<file path="config.mk">
export PLATFORM = sky130hd
export DESIGN_NAME = comp_word_packer
export DESIGN_NICKNAME = d
export VERILOG_FILES = /design/src/rtl/comp_word_packer.sv
export SDC_FILE = /design/constraint.sdc
export NUM_CORES = 1
export LEC_CHECK = 0
export CAP_MARGIN = 20
export CORE_MARGIN = 8
export CORE_UTILIZATION = 30
export CTS_BUF_LIST = sky130_fd_sc_hd__clkbuf_16
export DETAILED_ROUTE_END_ITERATION = 8
export PLACE_DENSITY_LB_ADDON = 0.1
export SLEW_MARGIN = 10
export SYNTH_ARGS = -nofsm -noshare
export SYNTH_HDL_FRONTEND = slang
export SYNTH_SLANG_ARGS = --single-unit
</file>
<file path="constraint.sdc">
create_clock -name clk_i -period 5.76 [get_ports clk_i]
set_input_delay 0.864 -clock clk_i [delete_from_list [all_inputs] [get_ports clk_i]]
set_output_delay 0.864 -clock clk_i [all_outputs]
set_load 0.01 [all_outputs]
</file>
<file path="src/rtl/comp_word_packer.sv">
// Packs the compressor byte stream into 32-bit words and buffers them in a first-word-fall-through FIFO.
// Optional build macro COMP_PACKER_MSB_FIRST_EN places the first byte of a word in bits 31:24 instead of 7:0.
module comp_word_packer #(
    parameter int FIFO_DEPTH = 4,
    parameter int LVL_W      = 3
) (
    input  logic             clk_i,
    input  logic             reset_n_i,
    input  logic [7:0]       comp_data_i,
    input  logic             comp_data_vld_i,
    input  logic             flush_i,
    output logic [31:0]      word_o,
    output logic             word_vld_o,
    input  logic             word_rdy_i,
    output logic [2:0]       word_bytes_o,
    output logic             word_last_o,
    output logic             overflow_o,
    output logic [LVL_W-1:0] fifo_level_o
);

    localparam int PTR_W = LVL_W - 1;

    typedef enum logic {
        EMPTY,
        FILL
    } state_t;

    state_t      state_reg, state_next;
    logic [1:0]  lane_reg, lane_next;
    logic [31:0] asm_reg, asm_next;
    logic [31:0] merged_word;
    logic [31:0] lane_word [4];

    logic        push;
    logic [31:0] push_word;
    logic [2:0]  push_bytes;
    logic        push_last;

    // The incoming byte pre-shifted into each lane position; only the lane mapping differs per build.
    for (genvar gi = 0; gi < 4; gi++) begin : g_lane
`ifdef COMP_PACKER_MSB_FIRST_EN
        localparam int POS = 3 - gi;
`else
        localparam int POS = gi;
`endif
        assign lane_word[gi] = {24'd0, comp_data_i} << (8 * POS);
    end

    assign merged_word = asm_reg | (comp_data_vld_i ? lane_word[lane_reg] : 32'd0);

    always_ff @(posedge clk_i or negedge reset_n_i) begin
        if (!reset_n_i) begin
            state_reg <= EMPTY;
            lane_reg  <= 2'd0;
            asm_reg   <= 32'd0;
        end else begin
            state_reg <= state_next;
            lane_reg  <= lane_next;
            asm_reg   <= asm_next;
        end
    end

    always_comb begin
        state_next = state_reg;
        lane_next  = lane_reg;
        asm_next   = asm_reg;
        push       = 1'b0;
        push_word  = merged_word;
        push_bytes = {1'b0, lane_reg} + {2'b00, comp_data_vld_i};
        push_last  = 1'b0;

        if (flush_i) begin
            // A flush cycle's own byte is already folded into merged_word.
            push       = 1'b1;
            push_last  = 1'b1;
            state_next = EMPTY;
            lane_next  = 2'd0;
            asm_next   = 32'd0;
        end else if (comp_data_vld_i) begin
            case (state_reg)
                EMPTY: begin
                    state_next = FILL;
                    lane_next  = 2'd1;
                    asm_next   = merged_word;
                end
                FILL: begin
                    if (lane_reg == 2'd3) begin
                        push       = 1'b1;
                        state_next = EMPTY;
                        lane_next  = 2'd0;
                        asm_next   = 32'd0;
                    end else begin
                        lane_next  = lane_reg + 2'd1;
                        asm_next   = merged_word;
                    end
                end
                default: begin
                    state_next = EMPTY;
                    lane_next  = 2'd0;
                    asm_next   = 32'd0;
                end
            endcase
        end
    end

    logic [31:0]      word_mem  [FIFO_DEPTH];
    logic [2:0]       bytes_mem [FIFO_DEPTH];
    logic             last_mem  [FIFO_DEPTH];
    logic [PTR_W-1:0] wr_ptr_reg, rd_ptr_reg;
    logic [LVL_W-1:0] level_reg, level_next;
    logic             overflow_reg;
    logic             fifo_full, fifo_pop, push_ok;

    assign fifo_full = (level_reg == LVL_W'(FIFO_DEPTH));
    assign fifo_pop  = (level_reg != '0) && word_rdy_i;
    // A pop in the same cycle frees the slot, so a push into a full FIFO still lands.
    assign push_ok   = push && (!fifo_full || fifo_pop);

    always_ff @(posedge clk_i) begin
        if (push_ok) begin
            word_mem[wr_ptr_reg]  <= push_word;
            bytes_mem[wr_ptr_reg] <= push_bytes;
            last_mem[wr_ptr_reg]  <= push_last;
        end
    end

    always_comb begin
        level_next = level_reg;
        case ({push_ok, fifo_pop})
            2'b10:   level_next = level_reg + LVL_W'(1);
            2'b01:   level_next = level_reg - LVL_W'(1);
            default: level_next = level_reg;
        endcase
    end

    always_ff @(posedge clk_i or negedge reset_n_i) begin
        if (!reset_n_i) begin
            wr_ptr_reg   <= '0;
            rd_ptr_reg   <= '0;
            level_reg    <= '0;
            overflow_reg <= 1'b0;
        end else begin
            if (push_ok) begin
                wr_ptr_reg <= wr_ptr_reg + PTR_W'(1);
            end
            if (fifo_pop) begin
                rd_ptr_reg <= rd_ptr_reg + PTR_W'(1);
            end
            level_reg <= level_next;
            if (push && !push_ok) begin
                overflow_reg <= 1'b1;
            end
        end
    end

    // Head fields are gated so an empty FIFO (including right after reset) shows all zeros.
    assign word_vld_o   = (level_reg != '0);
    assign word_o       = word_vld_o ? word_mem[rd_ptr_reg]  : 32'd0;
    assign word_bytes_o = word_vld_o ? bytes_mem[rd_ptr_reg] : 3'd0;
    assign word_last_o  = word_vld_o ? last_mem[rd_ptr_reg]  : 1'b0;
    assign overflow_o   = overflow_reg;
    assign fifo_level_o = level_reg;

endmodule

</file>
==> metrics.cfg, run 1 <==
[status]
status=finished, final reports clean

[clocking]
cts_buffers=17
hold_buffers=0
clk_pin_slew_ps=70
cts_tree=done
cts-root-buf=clkbuf_16
cts_resized=0
clock_path_buffers=2
postCtsSetupBuffers=0
clock-sinks=187
htree_levels=4
clk_latency_ps=430

[logic_synthesis]
synth_edf_count=144
async_reset_ff_share_pct=23.0
synthCells=419
synth_nets=440
synth_area_sq_um=7630
netlist.area_leader.share_pct=56.7
yosys.area.top_type=edfxtp_1
synth_flop_cell=edfxtp_1
synth_area_per_cell_sq_um=18.2
ys_seq_area_share_pct=70.8
synth.distinct_cells=39
synth_top_cells_by_count=edfxtp_1 (144), dfrtp_1 (43), and2_1 (42)
synth-seq-cells=187
yosysMostFrequentCell=edfxtp_1
yosys_warnings=0
synth.area.top_cells=edfxtp_1 (57%), dfrtp_1 (14%), mux4_2 (11%), a22o_1 (3.6%), and2_1 (3.4%)

[worst_setup_path]
critPathRequiredTime_ps=4900
crit_chain=buf_4, mux4_2, and2_1, clkdlybuf4s50_1
crit_path_start_kind=register
timing.reg2reg.worst_path_depth=5
cp_slowest_cell=dfrtp_2
crit_fanout=26
max_stage_delay_ps=990
cp_top_family=flip-flops
cp.depth=4
r2r-start=lane_reg[1]$_DFFE_PN0P_
crit_buf_inv=2
crit_path_end_kind=output pin
cp.arrival_ps=3090
cp-endpoint=word_o[31]
ff2ff_setup_slack_ps=2630
path_class=register to output pin
crit_start=rd_ptr_reg[0]$_DFFE_PN0P_
rr_endpoint=word_mem[0][31]$_DFFE_PP_

[drt]
ant_nets=0
wl_met3_um=757
drt_pre_antenna_iters=4
post_drt_wl_per_cell_um=20.3
routed_wl_mm=16.5
wl_met2_mm=7.91
routed_via_density=4.73
wl_met1_mm=7.61
top_layer_used=met4
drt_iter0_drc=269
vias=3836
drc_errors=0

[grt]
grt_overflow=0
grt_usage_pct=11.2
grt_pass1_wl_mm=25.8
grt_start_max_net_pins=44
antenna_found_initial=0
first_global_vias=4323

[sta]
finalClockSkew_ps=12.1
final.setup.tns_ps=0
slew_violations=0
setup_violations=0
clock.fmax_mhz=253
rsz0062_at_grt=false
slew_headroom_pct=31.3
hold_ws_ps=337
hold_viol=0
post-route-period-util_pct=68.6
period_minus_slack_ps=3950
tightest_slew_ps=1030

[finish]
num_antenna_cells=0
area_delta_synth_final_pct=18.6
largest_reg_flops=128
nFillCells=2346
layout-drive-gt1-share_pct=16.4
nets=492

[die]
ioPinCount=54
dieArea_sq_um=30800
die_h_um=175
die_w_um=175
num_rows=58
core-area_sq_um=25000
initial_core_util_pct=30.5

[power]
leakage_nw=3.46
ir_worst_vdd_mv=0.212
powerDensity_nw_per_um2=483

[place]
portBuffers=53
dp_hpwl_mm=9.87
gp_congestion=0.693

[min_path]
hold_class=primary input to asynchronous set/reset pin

[run]
cap_violations=0

==> through the flow <==
stage	setup WS [ps]	power [mW]	instances	util, %	instance area (sq um)
floorplan	3040	2.64	419	-	7630
global placement	1910	3.28	781	33.7	8450
detailed placement	1810	3.28	781	33.7	8450
CTS	1680	4.45	810	36.0	9020
global route	1530	4.60	811	36.1	9040
finish	1810	4.37	811	36.1	9040
==> final cells by class <==
type	count	area (sq um)	share of cell area, %
well taps	330	413	4.57
flip-flops and latches	187	5400	59.7
repair buffers	60	591	6.53
clock buffers	17	425	4.70
multi-input cells	200	2040	22.6
inverters	5	18.8	0.208
clock inverters	12	151	1.67
==> where the power goes <==
| group | leakage (nW) | switching [mW] | internal [mW] |
|---|---|---|---|
| combinational | 1.21 | 0.601 | 0.748 |
| sequential | 1.97 | 0.162 | 1.70 |
| clock | 0.278 | 0.485 | 0.674 |
| total | 3.46 | 1.25 | 3.12 |
==> cells in the final DEF, fill, tap and decap left out, types with 7 or more instances in the layout <==
master and count:
a21o_1 34, a22o_1 31, and2_1 40, clkbuf_16 17, clkdlybuf4s50_1 52, dfrtp_1 42, edfxtp_1 144, ha_1 7
mux4_2 36, nor2_1 9
==> kinds of logic (layout without fill, tap and decap cells) <==
family	count (synthesis)	in the layout	synth area share, %
AOI/OAI and AO/OA	79	79	8.25
xor gates and xnor gates	4	4	0.459
adders and majority gates	8	8	1.41
buffers and inverters	32	94	2.43
DFF	187	187	70.8
muxes	36	36	10.6
and+or+nand+nor	73	73	6.00
==> layer usage <==
| layer | track usage [%] | vias to the layer above |
|---|---|---|
| met5 | 0 | - |
| met4 | 2.86 | 0 |
| met3 | 3.18 | 16 |
| met2 | 18.2 | 75 |
| met1 | 14.6 | 2003 |
| li1 | - | 1742 |
==> worst min path at each step <==
stage,from,end,slack (ps),depth (start not counted)
2_1_floorplan,asm_reg[1]$_DFFE_PN0P_,asm_reg[1]$_DFFE_PN0P_,480,1
3_3_place_gp,overflow_o$_DFFE_PN0P_,overflow_o$_DFFE_PN0P_,450,1
3_5_place_dp,overflow_o$_DFFE_PN0P_,overflow_o$_DFFE_PN0P_,450,1
4_1_cts,overflow_o$_DFFE_PN0P_,overflow_o$_DFFE_PN0P_,470,1
5_1_grt,reset_n_i,overflow_o$_DFFE_PN0P_,340,1
6_report,reset_n_i,overflow_o$_DFFE_PN0P_,340,1
(Power assumes the default switching activity.)
==> run 2, diff against run 1 <==
==> constraint.sdc (replaced) <==
create_clock -name clk_i -period 3.8 [get_ports clk_i]
set_input_delay 0.57 -clock clk_i [delete_from_list [all_inputs] [get_ports clk_i]]
set_output_delay 0.57 -clock clk_i [all_outputs]
set_load 0.01 [all_outputs]
==> run 2 against run 1 <==
Via count grew 2.5%. Sequential share of layout area down 0.26 points. Combinational power is 64% higher. Sequential power grew 45%. First-iteration DRC count fell by 17%. Sequential cell count stayed put.
==> metrics.cfg, run 2 (synthesis gave the netlist of run 1 again) <==
[finish]
area_delta_synth_final_pct=19.1
layout_commonest_cell=edfxtp_1
final_cell_mix=edfxtp_1 (144), clkdlybuf4s50_1 (52), dfrtp_1 (42)
layout-drive-gt1-share_pct=18.6  ; +2.1 points
nFillCells=2373  ; +1.2%
nets=498  ; +1.2%
num_antenna_cells=0  ; unchanged
largest_reg_flops=128  ; unchanged
utilization_pct=36.3  ; +0.15 points

[clocking]
cts_buffers=17  ; unchanged
hold_buffers=0  ; unchanged
clk_latency_ps=420  ; about the same
clock_path_buffers=2  ; unchanged
cts_tree=done
postCtsSetupBuffers=0  ; unchanged
cts-root-buf=clkbuf_16
cts_resized=0  ; unchanged
htree_levels=4  ; unchanged
clk_pin_slew_ps=70  ; about the same
clock-sinks=187  ; unchanged

[drt]
drc_errors=0  ; unchanged
routed_via_density=4.80  ; +1.4%
wl_met2_mm=8.16  ; +3.2%
post_drt_wl_per_cell_um=20.6  ; +1.5%
wl_met1_mm=7.94  ; +4.3%
ant_nets=0  ; unchanged
vias=3933  ; +2.5%
wl_met3_um=629  ; -17%
drt_pre_antenna_iters=4  ; unchanged
routed_wl_mm=16.9  ; +2.7%
drt_iter0_drc=224  ; -17%
top_layer_used=met4

[sta]
final.setup.tns_ps=0  ; unchanged
rsz0062_at_grt=false
setup_violations=0  ; unchanged
finalClockSkew_ps=11.0  ; -1.11 ps
post-route-period-util_pct=79.2
period_minus_slack_ps=3010
tightest_slew_ps=662  ; -368 ps
hold_ws_ps=21.2  ; -316 ps
slew_headroom_pct=55.7  ; +24 points
clock.fmax_mhz=332
hold_viol=0  ; unchanged
slew_violations=0  ; unchanged

[grt]
grt_pass1_wl_mm=27.0  ; +4.7%
first_global_vias=4391  ; +1.6%
grt_start_max_net_pins=44  ; unchanged
grt_usage_pct=11.6  ; +0.34 points
grt_overflow=0  ; unchanged
antenna_found_initial=0  ; unchanged

[min_path]
hold_class=primary input to asynchronous set/reset pin

[status]
status=finished, final reports clean

[worst_setup_path]
path_class=register to output pin
crit_path_start_kind=register
ff2ff_setup_slack_ps=1220  ; -1410 ps
critPathRequiredTime_ps=3230  ; -1670 ps
crit_path_end_kind=output pin
r2r-start=lane_reg[1]$_DFFE_PN0P_
cp.arrival_ps=2440  ; -650 ps
crit_fanout=15  ; -42%
timing.reg2reg.worst_path_depth=5  ; unchanged
rr_endpoint=word_mem[0][8]$_DFFE_PP_

[die]
dieArea_sq_um=30800  ; unchanged
die_h_um=175  ; unchanged
num_rows=58  ; unchanged
core-area_sq_um=25000  ; unchanged
initial_core_util_pct=30.5  ; unchanged
ioPinCount=54  ; unchanged
die_w_um=175  ; unchanged

[place]
gp_congestion=0.697  ; +0.69%
portBuffers=53  ; unchanged
dp_hpwl_mm=10.4  ; +5.4%

[power]
powerDensity_nw_per_um2=726  ; +50%
total_power_mw=6.60  ; +51%
ir_worst_vdd_mv=0.424  ; +100%
leakage_nw=3.48  ; +0.60%

[run]
cap_violations=0  ; unchanged

==> run 2: changes by cell type in the layout (fill, tap and decap cells not counted), sizes merged <==
| cell | previous run | this run |
|---|---|---|
| buf | 8 | 14 |
| bufinv | 3 | 0 |
| inv | 8 | 11 |
| clkinvlp | 2 | 4 |
| clkinv | 4 | 5 |
==> run 2: layout make-up <==
cell class	count	area, sq um	area share [%]
timing repair buffer	66	648	7.14
inverter	5	18.8	0.207
tap	330	413	4.55
sequential	187	5400	59.5
clock inverter	15	133	1.46
multi-input combinational	200	2040	22.5
clock buffer	17	425	4.68
==> run 2: metrics by stage <==
step / std cells / setup WS, ps / instance area (sq um)
6_report: 820 / 790 / 9080
5_1_grt: 820 / 647 / 9080
4_1_cts: 819 / 709 / 9060
3_5_place_dp: 787 / 724 / 8500
3_3_place_gp: 787 / 792 / 8500
2_1_floorplan: 419 / 1300 / 7630
==> run 2: worst max-delay path by stage <==
stage                                    startpoint                   endpoint  cells past startpoint
final                     rd_ptr_reg[0]$_DFFE_PN0P_                 word_o[31]                      4
after global routing      rd_ptr_reg[0]$_DFFE_PN0P_                 word_o[31]                      4
after CTS                 rd_ptr_reg[0]$_DFFE_PN0P_                 word_o[31]                      4
after detailed placement            comp_data_vld_i  word_mem[0][10]$_DFFE_PP_                      5
after global placement              comp_data_vld_i  word_mem[0][10]$_DFFE_PP_                      5
after floorplan             lane_reg[1]$_DFFE_PN0P_  bytes_mem[0][0]$_DFFE_PP_                      4
==> run 2: worst max-delay path, stage by stage, from the launching register on <==
cell and delay, ps:
dfrtp_2 420, buf_4 360, mux4_2 570, and2_1 180, clkdlybuf4s50_1 480
==> run 2: where the power goes <==
group | switching [mW] | leakage [nW] | internal (mW)
clock network | 0.818 | 0.264 | 0.862
logic | 1.05 | 1.24 | 1.17
registers | 0.124 | 1.97 | 2.57
total | 2.00 | 3.48 | 4.60
==> run 2: metal layers <==
layer / track usage [%] / vias up
li1: - / 1762
met1: 15.3 / 2083
met2: 18.7 / 70
met3: 3.01 / 18
met4: 2.76 / 0
met5: 0 / -
